--- config.mk ---
export PLATFORM = sky130hd
export DESIGN_NAME = seq_detector_param
export DESIGN_NICKNAME = d
export VERILOG_FILES = /design/src/rtl/seq_det_pkg.sv /design/src/rtl/seq_detector_param_sat_counter.sv /design/src/rtl/seq_detector_param.sv
export SDC_FILE = /design/constraint.sdc
export NUM_CORES = 1
export LEC_CHECK = 0
export ABC_AREA = 1
export BUFFER_PORTS_ARGS = -buffer_cell sky130_fd_sc_hd__buf_4
export CORE_ASPECT_RATIO = 1.1
export CORE_MARGIN = 3
export CORE_UTILIZATION = 46
export DETAILED_ROUTE_END_ITERATION = 16
export GPL_TIMING_DRIVEN = 1
export PLACE_DENSITY = 0.67
export SYNTH_ARGS = -nofsm -noshare
export SYNTH_HDL_FRONTEND = slang
export SYNTH_SLANG_ARGS = --single-unit
--- constraint.sdc ---
create_clock -name clk -period 2.2 [get_ports clk]
set_input_delay 0.22 -clock clk [delete_from_list [all_inputs] [get_ports clk]]
set_output_delay 0.22 -clock clk [all_outputs]
set_load 0.05 [all_outputs]
--- src/rtl/seq_det_pkg.sv ---
// Shared constants and helpers for the parameterised serial pattern detector.
// Holds the reset-default configuration and the legal MAX_LEN range.
package seq_det_pkg;

    localparam int MAX_LEN_MIN = 2;
    localparam int MAX_LEN_LIM = 32;

    localparam logic [2:0] DEF_PAT = 3'b101;
    localparam int         DEF_LEN = 3;

    typedef enum logic {
        MODE_NONOVL = 1'b0,
        MODE_OVL    = 1'b1
    } det_mode_e;

    localparam det_mode_e DEF_MODE = MODE_OVL;

    // A pattern length is unusable when zero or longer than the history can hold.
    function automatic logic len_bad(input logic [5:0] len, input logic [5:0] max_len);
        return (len == 6'd0) || (len > max_len);
    endfunction

endpackage

--- src/rtl/seq_detector_param_sat_counter.sv ---
// Saturating up-counter: clears on rst or clr, increments on inc,
// and sticks at all-ones instead of wrapping.
module sat_counter #(
    parameter int W = 8
) (
    input  logic         clk,
    input  logic         rst,
    input  logic         clr,
    input  logic         inc,
    output logic [W-1:0] q
);

    logic [W-1:0] q_r;

    // Count register with clear priority over increment.
    always_ff @(posedge clk) begin
        if (rst) begin
            q_r <= {W{1'b0}};
        end else if (clr) begin
            q_r <= {W{1'b0}};
        end else if (inc && (q_r != {W{1'b1}})) begin
            q_r <= q_r + {{(W-1){1'b0}}, 1'b1};
        end else begin
            q_r <= q_r;
        end
    end

    assign q = q_r;

endmodule

--- src/rtl/seq_detector_param.sv ---
// Serial pattern detector with a runtime-loadable pattern of 1..MAX_LEN bits,
// overlapping or non-overlapping mode, Mealy and registered match flags.
module seq_detector_param
    import seq_det_pkg::*;
#(
    parameter int MAX_LEN = 8,
    parameter int CNT_W   = 8,
    parameter int LEN_W   = $clog2(MAX_LEN + 1)
) (
    input  logic               clk,
    input  logic               rst,
    input  logic               x,
    input  logic               in_valid,
    input  logic               load,
    input  logic [MAX_LEN-1:0] pat,
    input  logic [LEN_W-1:0]   pat_len,
    input  logic               overlap,
    output logic               z,
    output logic               z_q,
    output logic [CNT_W-1:0]   match_cnt,
    output logic               cfg_err
);

    logic [MAX_LEN-1:0] pat_q_r;
    logic [LEN_W-1:0]   len_q_r;
    det_mode_e          overlap_q_r;
    logic               cfg_err_r;

    logic [MAX_LEN-1:0] hist_r;
    logic [LEN_W-1:0]   fill_r;
    logic               z_q_r;

    logic               accept_s;
    logic               match_s;
    logic               z_s;
    logic [MAX_LEN:0]   window_s;
    logic [MAX_LEN:0]   mask_s;
    logic [LEN_W-1:0]   len_m1_s;
    logic [LEN_W-1:0]   fill_inc_s;

    // Match evaluation: newest bit x sits at window bit 0, so the low len_q
    // bits of {hist, x} line up with pat_q[len_q-1:0].
    always_comb begin
        accept_s = in_valid & ~load & ~rst;
        window_s = {hist_r, x};
        for (int i = 0; i <= MAX_LEN; i++) begin
            mask_s[i] = (i < int'(len_q_r));
        end
        len_m1_s   = len_q_r - LEN_W'(1);
        match_s    = ((((window_s ^ {1'b0, pat_q_r}) & mask_s) == {(MAX_LEN+1){1'b0}})
                      && (fill_r >= len_m1_s));
        z_s        = accept_s & ~cfg_err_r & match_s;
        if (fill_r == LEN_W'(MAX_LEN)) begin
            fill_inc_s = fill_r;
        end else begin
            fill_inc_s = fill_r + LEN_W'(1);
        end
    end

    // Configuration registers; cfg_err always tracks the length currently held.
    always_ff @(posedge clk) begin
        if (rst) begin
            pat_q_r     <= MAX_LEN'(DEF_PAT);
            len_q_r     <= LEN_W'(DEF_LEN);
            overlap_q_r <= DEF_MODE;
            cfg_err_r   <= 1'b0;
        end else if (load) begin
            pat_q_r     <= pat;
            len_q_r     <= pat_len;
            overlap_q_r <= det_mode_e'(overlap);
            cfg_err_r   <= len_bad(6'(pat_len), 6'(MAX_LEN));
        end else begin
            pat_q_r     <= pat_q_r;
            len_q_r     <= len_q_r;
            overlap_q_r <= overlap_q_r;
            cfg_err_r   <= len_bad(6'(len_q_r), 6'(MAX_LEN));
        end
    end

    // History, fill level and registered match flag.
    always_ff @(posedge clk) begin
        if (rst || load) begin
            hist_r <= {MAX_LEN{1'b0}};
            fill_r <= LEN_W'(0);
            z_q_r  <= 1'b0;
        end else begin
            z_q_r <= z_s;
            if (accept_s) begin
                hist_r <= {hist_r[MAX_LEN-2:0], x};
                // Non-overlapping mode forgets every bit that took part in a match.
                if (z_s && (overlap_q_r == MODE_NONOVL)) begin
                    fill_r <= LEN_W'(0);
                end else begin
                    fill_r <= fill_inc_s;
                end
            end else begin
                hist_r <= hist_r;
                fill_r <= fill_r;
            end
        end
    end

    sat_counter #(
        .W (CNT_W)
    ) u_match_cnt (
        .clk (clk),
        .rst (rst),
        .clr (load),
        .inc (z_s),
        .q   (match_cnt)
    );

    assign z       = z_s;
    assign z_q     = z_q_r;
    assign cfg_err = cfg_err_r;

endmodule

== Yosys cells after proc, flatten, opt, wreduce, memory -nomap -nowiden ==
Index checks and enable logic that the tools add are counted.

* Register bits after elaboration: 35
* Bits in latches: 0
* Bits in writable memories: 0
* Bits in read-only memories: 0
* Input port bits: 18
* Output and inout bits: 11
* Logic and storage cells: 50
* Memories: 0

* Add/sub/neg operators: 3
* Multiply operators: 0
* Divide/modulo/power cells: 0
* Magnitude comparators: 12
* Eq/ne operators: 3
* Shift-type cells: 0
* Mux-type cells: 3
* Bitwise logic cells: 10
* Reduce and logical (&&, ||, !) cells: 11

{| class="wikitable"
|+ Operators by type and width
! cell !! number
|-
| < comparator 3 x 4 -> 1 bit, first input constant || 4
|-
| bitwise AND 9 bit || 1
|-
| logical NOT 9 bit || 1
|-
| XOR 9 x 8 -> 9 bit || 1
|-
| adder 8 x 1 -> 8 bit, second input constant || 1
|-
| greater-than comparator 4 bit, second input constant || 2
|-
| logical NOT 4 bit || 2
|-
| < comparator 1 x 4 -> 1 bit, first input constant || 2
|-
| < comparator 2 x 4 -> 1 bit, first input constant || 2
|-
| two-way mux 4 bit || 2
|-
| != test 8 bit, second input constant || 1
|-
| adder 4 x 1 -> 4 bit, second input constant || 1
|-
| bitwise AND 1 bit || 4
|-
| == test 4 bit, second input constant || 1
|-
| greater-or-equal comparator 4 bit || 1
|-
| < comparator 4 bit, first input constant || 1
|-
| NOT 1 bit || 4
|-
| subtractor 4 x 1 -> 4 bit, second input constant || 1
|-
| logical AND 1 bit || 3
|-
| logical OR 1 bit || 3
|-
| != test 2 x 1 -> 1 bit, second input constant || 1
|-
| AND reduction 2 bit || 1
|-
| OR reduction 2 bit || 1
|-
| two-way mux 1 bit || 1
|}

== Logic depth before layout (Yosys ltp) ==
* Word-level depth: 8
* Gate-level depth with buffers: 16
* Depth with buffers taken out: 14

== Cells and area by module ==
A second synthesis with hierarchy kept.

* Cell total of the unflattened synthesis: 278
* Area total of the unflattened synthesis: 1921.8 µm²

{| class="wikitable"
|+ By module, submodules not included
! module !! instances !! cells each !! area an instance (µm²) !! seq. area each (µm²)
|-
| seq_detector_param || 1 || 205 || 1461.4 || 540.5
|-
| sat_counter || 1 || 73 || 460.4 || 160.2
|}

== Least setup slack after synthesis ==
OpenSTA, ideal clock, no wires.

* Path type: register to output
* Start point: reg len_q_r[0]
* End point: out z
* Arrival time: 2945 ps
* Data required time: 1980 ps
* Path slack: -965 ps
* Stages on the path, launching flop included: 10
* Path buffers: 0
* Path through: dfxtp_1 -> inv_1 -> ha_1 -> ha_1 -> inv_1 -> o21bai_1 -> nand3_1 -> nand3_1 -> inv_1 -> nor4_1

* Word-level cells in the longest chain between the ends: 5
* Elaborated cells on any way between the ends: 15
* Those cells by class: add/sub: 1; order compare: 10; bitwise: 2; reduce/logical: 2

{| class="wikitable"
|+ Ends and longest elaborated chain
! element !! RTL line !! RTL
|-
| start, declared || seq_detector_param.sv:25 || <nowiki>logic [LEN_W-1:0] len_q_r;</nowiki>
|-
| start signal, assigned || seq_detector_param.sv:64 || <nowiki>len_q_r <= LEN_W'(DEF_LEN);</nowiki>
|-
| start signal, assigned || seq_detector_param.sv:69 || <nowiki>len_q_r <= pat_len;</nowiki>
|-
| start signal, assigned || seq_detector_param.sv:74 || <nowiki>len_q_r <= len_q_r;</nowiki>
|-
| branches (longest 3 deep; another with subtractor 4 x 1 -> 4 bit) || n/a ||
|-
| logical AND 1 bit * || seq_detector_param.sv:51 || <nowiki>&& (fill_r >= len_m1_s));</nowiki>
|-
| bitwise AND 1 bit * || seq_detector_param.sv:52 || <nowiki>z_s = accept_s & ~cfg_err_r & match_s;</nowiki>
|-
| end, declared || seq_detector_param.sv:18 || <nowiki>output logic z,</nowiki>
|}

Mark *: on every way between the ends.

== Worst setup path in the final report ==
* Start point: reg len_q_r[1]
* End point: out z

The elaborated chain is that of the path after synthesis.

==> reports/results.txt <==
Final antenna-violating net count: 0
Global placement routability congestion: 0.8206
GRT Util Overall: 0.1863
CTS tree: yes
Grt ovf: 0
Cell Int Power: 0.0009887 W
Leak: 1.140 nW
Row cnt: 24
Multi-input logic area: 1151 µm²
Setup slack, reg-to-reg: 0.06 ns
Antenna cell count: 0
H-tree Lvls: 2
Synth cell types: 30
Sink Count: 35
Startpoint types: register
Final Cycle Share: 1.006
Design area: 2461 µm²
Critical path class: reg2out
Die area: 5172 µm²
P_sw: 0.0004140 W
R2r worst-path depth: 13
Die X: 68.84 µm
Antenna violations before repair: 0
Syn_nets: 315
WL/cell: 11.78 µm
Final number of setup-violating endpoints: 1
HP Class: in2reg
Switching Fraction: 0.2952
Num CTS Buffers: 5
Mapped Avg Cell Area: 6.962 µm²
Initial Utilization: 0.4893
Slew @ Worst Pin: 0.3262 ns
Filler cells: 404
Hold Vio Cnt, Final: 0
Drt pass-1 iters: 4
Die height: 75.13 µm
Max Cap Violations: 0
Vias in the first global route: 1674
Routed wire length: 4428 µm
Req. time, crit path: 1.98 ns
Power Total: 0.001403 W
CTS Root Cell: clkbuf_8
I/O Pins: 29
Max Root-Sink Buffers: 2
Failing checks: negative setup slack
Max Slew Vio Count: 0
First-pass GRT wire length: 7196 µm
Ratio of cells with drive above 1 in the final layout: 0.2315
Worst R2R End: fill_r[3]
Dpl hpwl: 3264 µm
Seq/Total Area, Yosys: 0.3507
Synth Instances: 287
Clk_lat worst skew: 0.29 ns
Max FO, Critical Path: 3
Via Count: 1879
RSZ-0062 raised after global routing: true
CP Capture Type: output port
DRC Markers: 0
Area Overhead vs Synth: 23.17%
Vias per cell: 4.997
FF/Latch Area: 710.7 µm²
Setup crit end: z
Placed cell area: 2262 µm²
Starting DRC count in detailed routing: 75
Core Util, Final: 0.6026
Crit path DAT: 1.99 ns
Worst path max stage delay: 0.33 ns
Final WS setup: -0.01312 ns
Ys Warns: 0
Critical R2R Launch: len_q_r[1]
Total power per unit cell area: 569.9 nW/µm²
Peak VDD IR: 0.3214 mV
Status: finished, violations left
Post-route clock skew: 0.003879 ns
# port buffers: 28
Register bit count reported by yosys: 35
Fin crit period: 2.213 ns
CORE AREA: 4084 µm²
Clock Power Share: 0.322
CP Launch Point: len_q_r[1]
CTS clk-pin slew, worst paths: 0.07 ns
Combinational Power Share: 0.193
Fmax achieved: 451.9 MHz
CP max-delay cell: dfxtp_2
Seq pwr share: 0.485
Worst Hold Launch: pat[0]
Netlist Area Pre-Place: 1998 µm²
Pin count of the biggest net entering global routing: 19
Nets: 351
Relative slew slack: 0.7809
Setup TNS: -0.01312 ns
Worst path cell trace: inv_1, ha_4, ha_4, inv_1, o21bai_1, nand3_1, nand3_2, inv_2, nor4_4, buf_6
-- kinds of logic after synthesis --
group / Yosys count / synth area share
xor+xnor: 4 / 0.01754
flops: 35 / 0.3507
simple gates: 130 / 0.3143
fa+ha+maj: 10 / 0.06262
compound gates: 56 / 0.1453
buf+inv: 52 / 0.1096
-- worst max-delay path, delay by kind of cell, from the launching register on --
kind	cells	cell delay (ns)
DFF	1	0.33
adders and majority gates	2	0.50
buffers and inverters	4	0.42
AOI/OAI and AO/OA	1	0.14
and+or+nand+nor	3	0.32
-- cell usage after synthesis --
cell type | instances | area (µm²)
xnor2_1 | 1 | 8.760
nand2_4 | 1 | 11.26
nand2_2 | 4 | 25.02
inv_2 | 1 | 3.750
o21bai_1 | 1 | 7.510
o21ai_0 | 21 | 105.1
dfxtp_1 | 35 | 700.7
nor3_1 | 3 | 15.01
nor2_2 | 3 | 18.77
ha_1 | 10 | 125.1
nor2_8 | 2 | 40.04
a211oi_1 | 2 | 15.01
or2_2 | 1 | 6.260
buf_6 | 2 | 22.52
nand3_2 | 3 | 30.03
o31ai_1 | 1 | 7.510
buf_2 | 1 | 5.000
clkbuf_1 | 3 | 11.26
buf_4 | 2 | 15.01
or2_1 | 1 | 6.260
a21oi_1 | 26 | 130.1
nor2_4 | 2 | 22.52
inv_1 | 43 | 161.4
nor2_1 | 24 | 90.09
nor4_1 | 2 | 12.51
o21ai_1 | 5 | 25.02
nand4_1 | 6 | 37.54
nand2_1 | 62 | 232.7
xor2_1 | 3 | 26.28
nand3_1 | 16 | 80.08
-- through the flow --
| step | setup WS [ns] | cells | hold WS, ns |
|---|---|---|---|
| after global placement | 0.1379 | 362 | 0.4365 |
| after detailed placement | 0.09479 | 362 | 0.4417 |
| final | -0.01312 | 376 | 0.1420 |
| after floorplan | 0.02849 | 287 | 0.3464 |
| after global routing | -0.1152 | 376 | 0.1294 |
| after CTS | 0.009492 | 373 | 0.1362 |
-- power by group through the flow --
| stage | combinational [W] | clock (W) | sequential (W) |
|---|---|---|---|
| 6_report | 0.000270 | 0.000452 | 0.000680 |
| 5_1_grt | 0.000300 | 0.000493 | 0.000684 |
| 4_1_cts | 0.000257 | 0.000470 | 0.000680 |
| 3_5_place_dp | 0.000234 | 0 | 0.000695 |
| 3_3_place_gp | 0.000232 | 0 | 0.000694 |
| 2_1_floorplan | 0.000169 | 0 | 0.000694 |
-- what timing repair did --
item                                    CTS  global route
setup buffers                             3             3
resized for setup                        12             6
cloned                                    0             0
hold buffers                              0             0
endpoints found under the setup margin    1             9
pin swaps                                 1             5
hold endpoints to repair                  0             0
-- routing by layer --
metal	part of all wire	track usage	up-vias
met4	0.0097	0.06061	0
met1	0.45	0.2310	829
met3	0.056	0.05224	5
met2	0.48	0.3104	48
met5	0	0	-
li1	-	-	997
-- sequential cells by signal, indices dropped and copies added (netlist names) --
signal	flops
cfg_err	1
fill_r	4
hist_r	8
len_q_r	4
overlap_q_r	1
pat_q_r	8
u_match_cnt.q	8
z_q	1
-- placed cells by master, fill, tap and decap left out, types with 4 or more instances in the layout --
cell       n
o21ai_0   20
o21ai_1    6
nand3_1   15
a21oi_1   26
nand2_2    5
buf_4     36
inv_1     41
nand3_2    4
ha_1       7
clkbuf_8   5
nand2_1   60
nor2_1    24
dfxtp_1   31
nand4_1    6
-- final cells by class --
cell class	instances	share of cell area
clock buffers	6	0.02949
clock inverters	2	0.005084
multi-input cells	200	0.4677
flip-flops and latches	35	0.2888
well taps	52	0.02644
inverters	44	0.06812
repair buffers	37	0.1144
-- worst min path at each step --
stage                   to  slack, ns  depth (start not counted)
3_3_place_gp   overlap_q_r       0.44                          3
2_1_floorplan   len_q_r[0]       0.35                          2
4_1_cts         pat_q_r[0]       0.14                          3
3_5_place_dp    pat_q_r[0]       0.44                          3
5_1_grt         pat_q_r[0]       0.13                          3
6_report        pat_q_r[0]       0.14                          3
No activity file was read; power rests on OpenSTA's default activity.
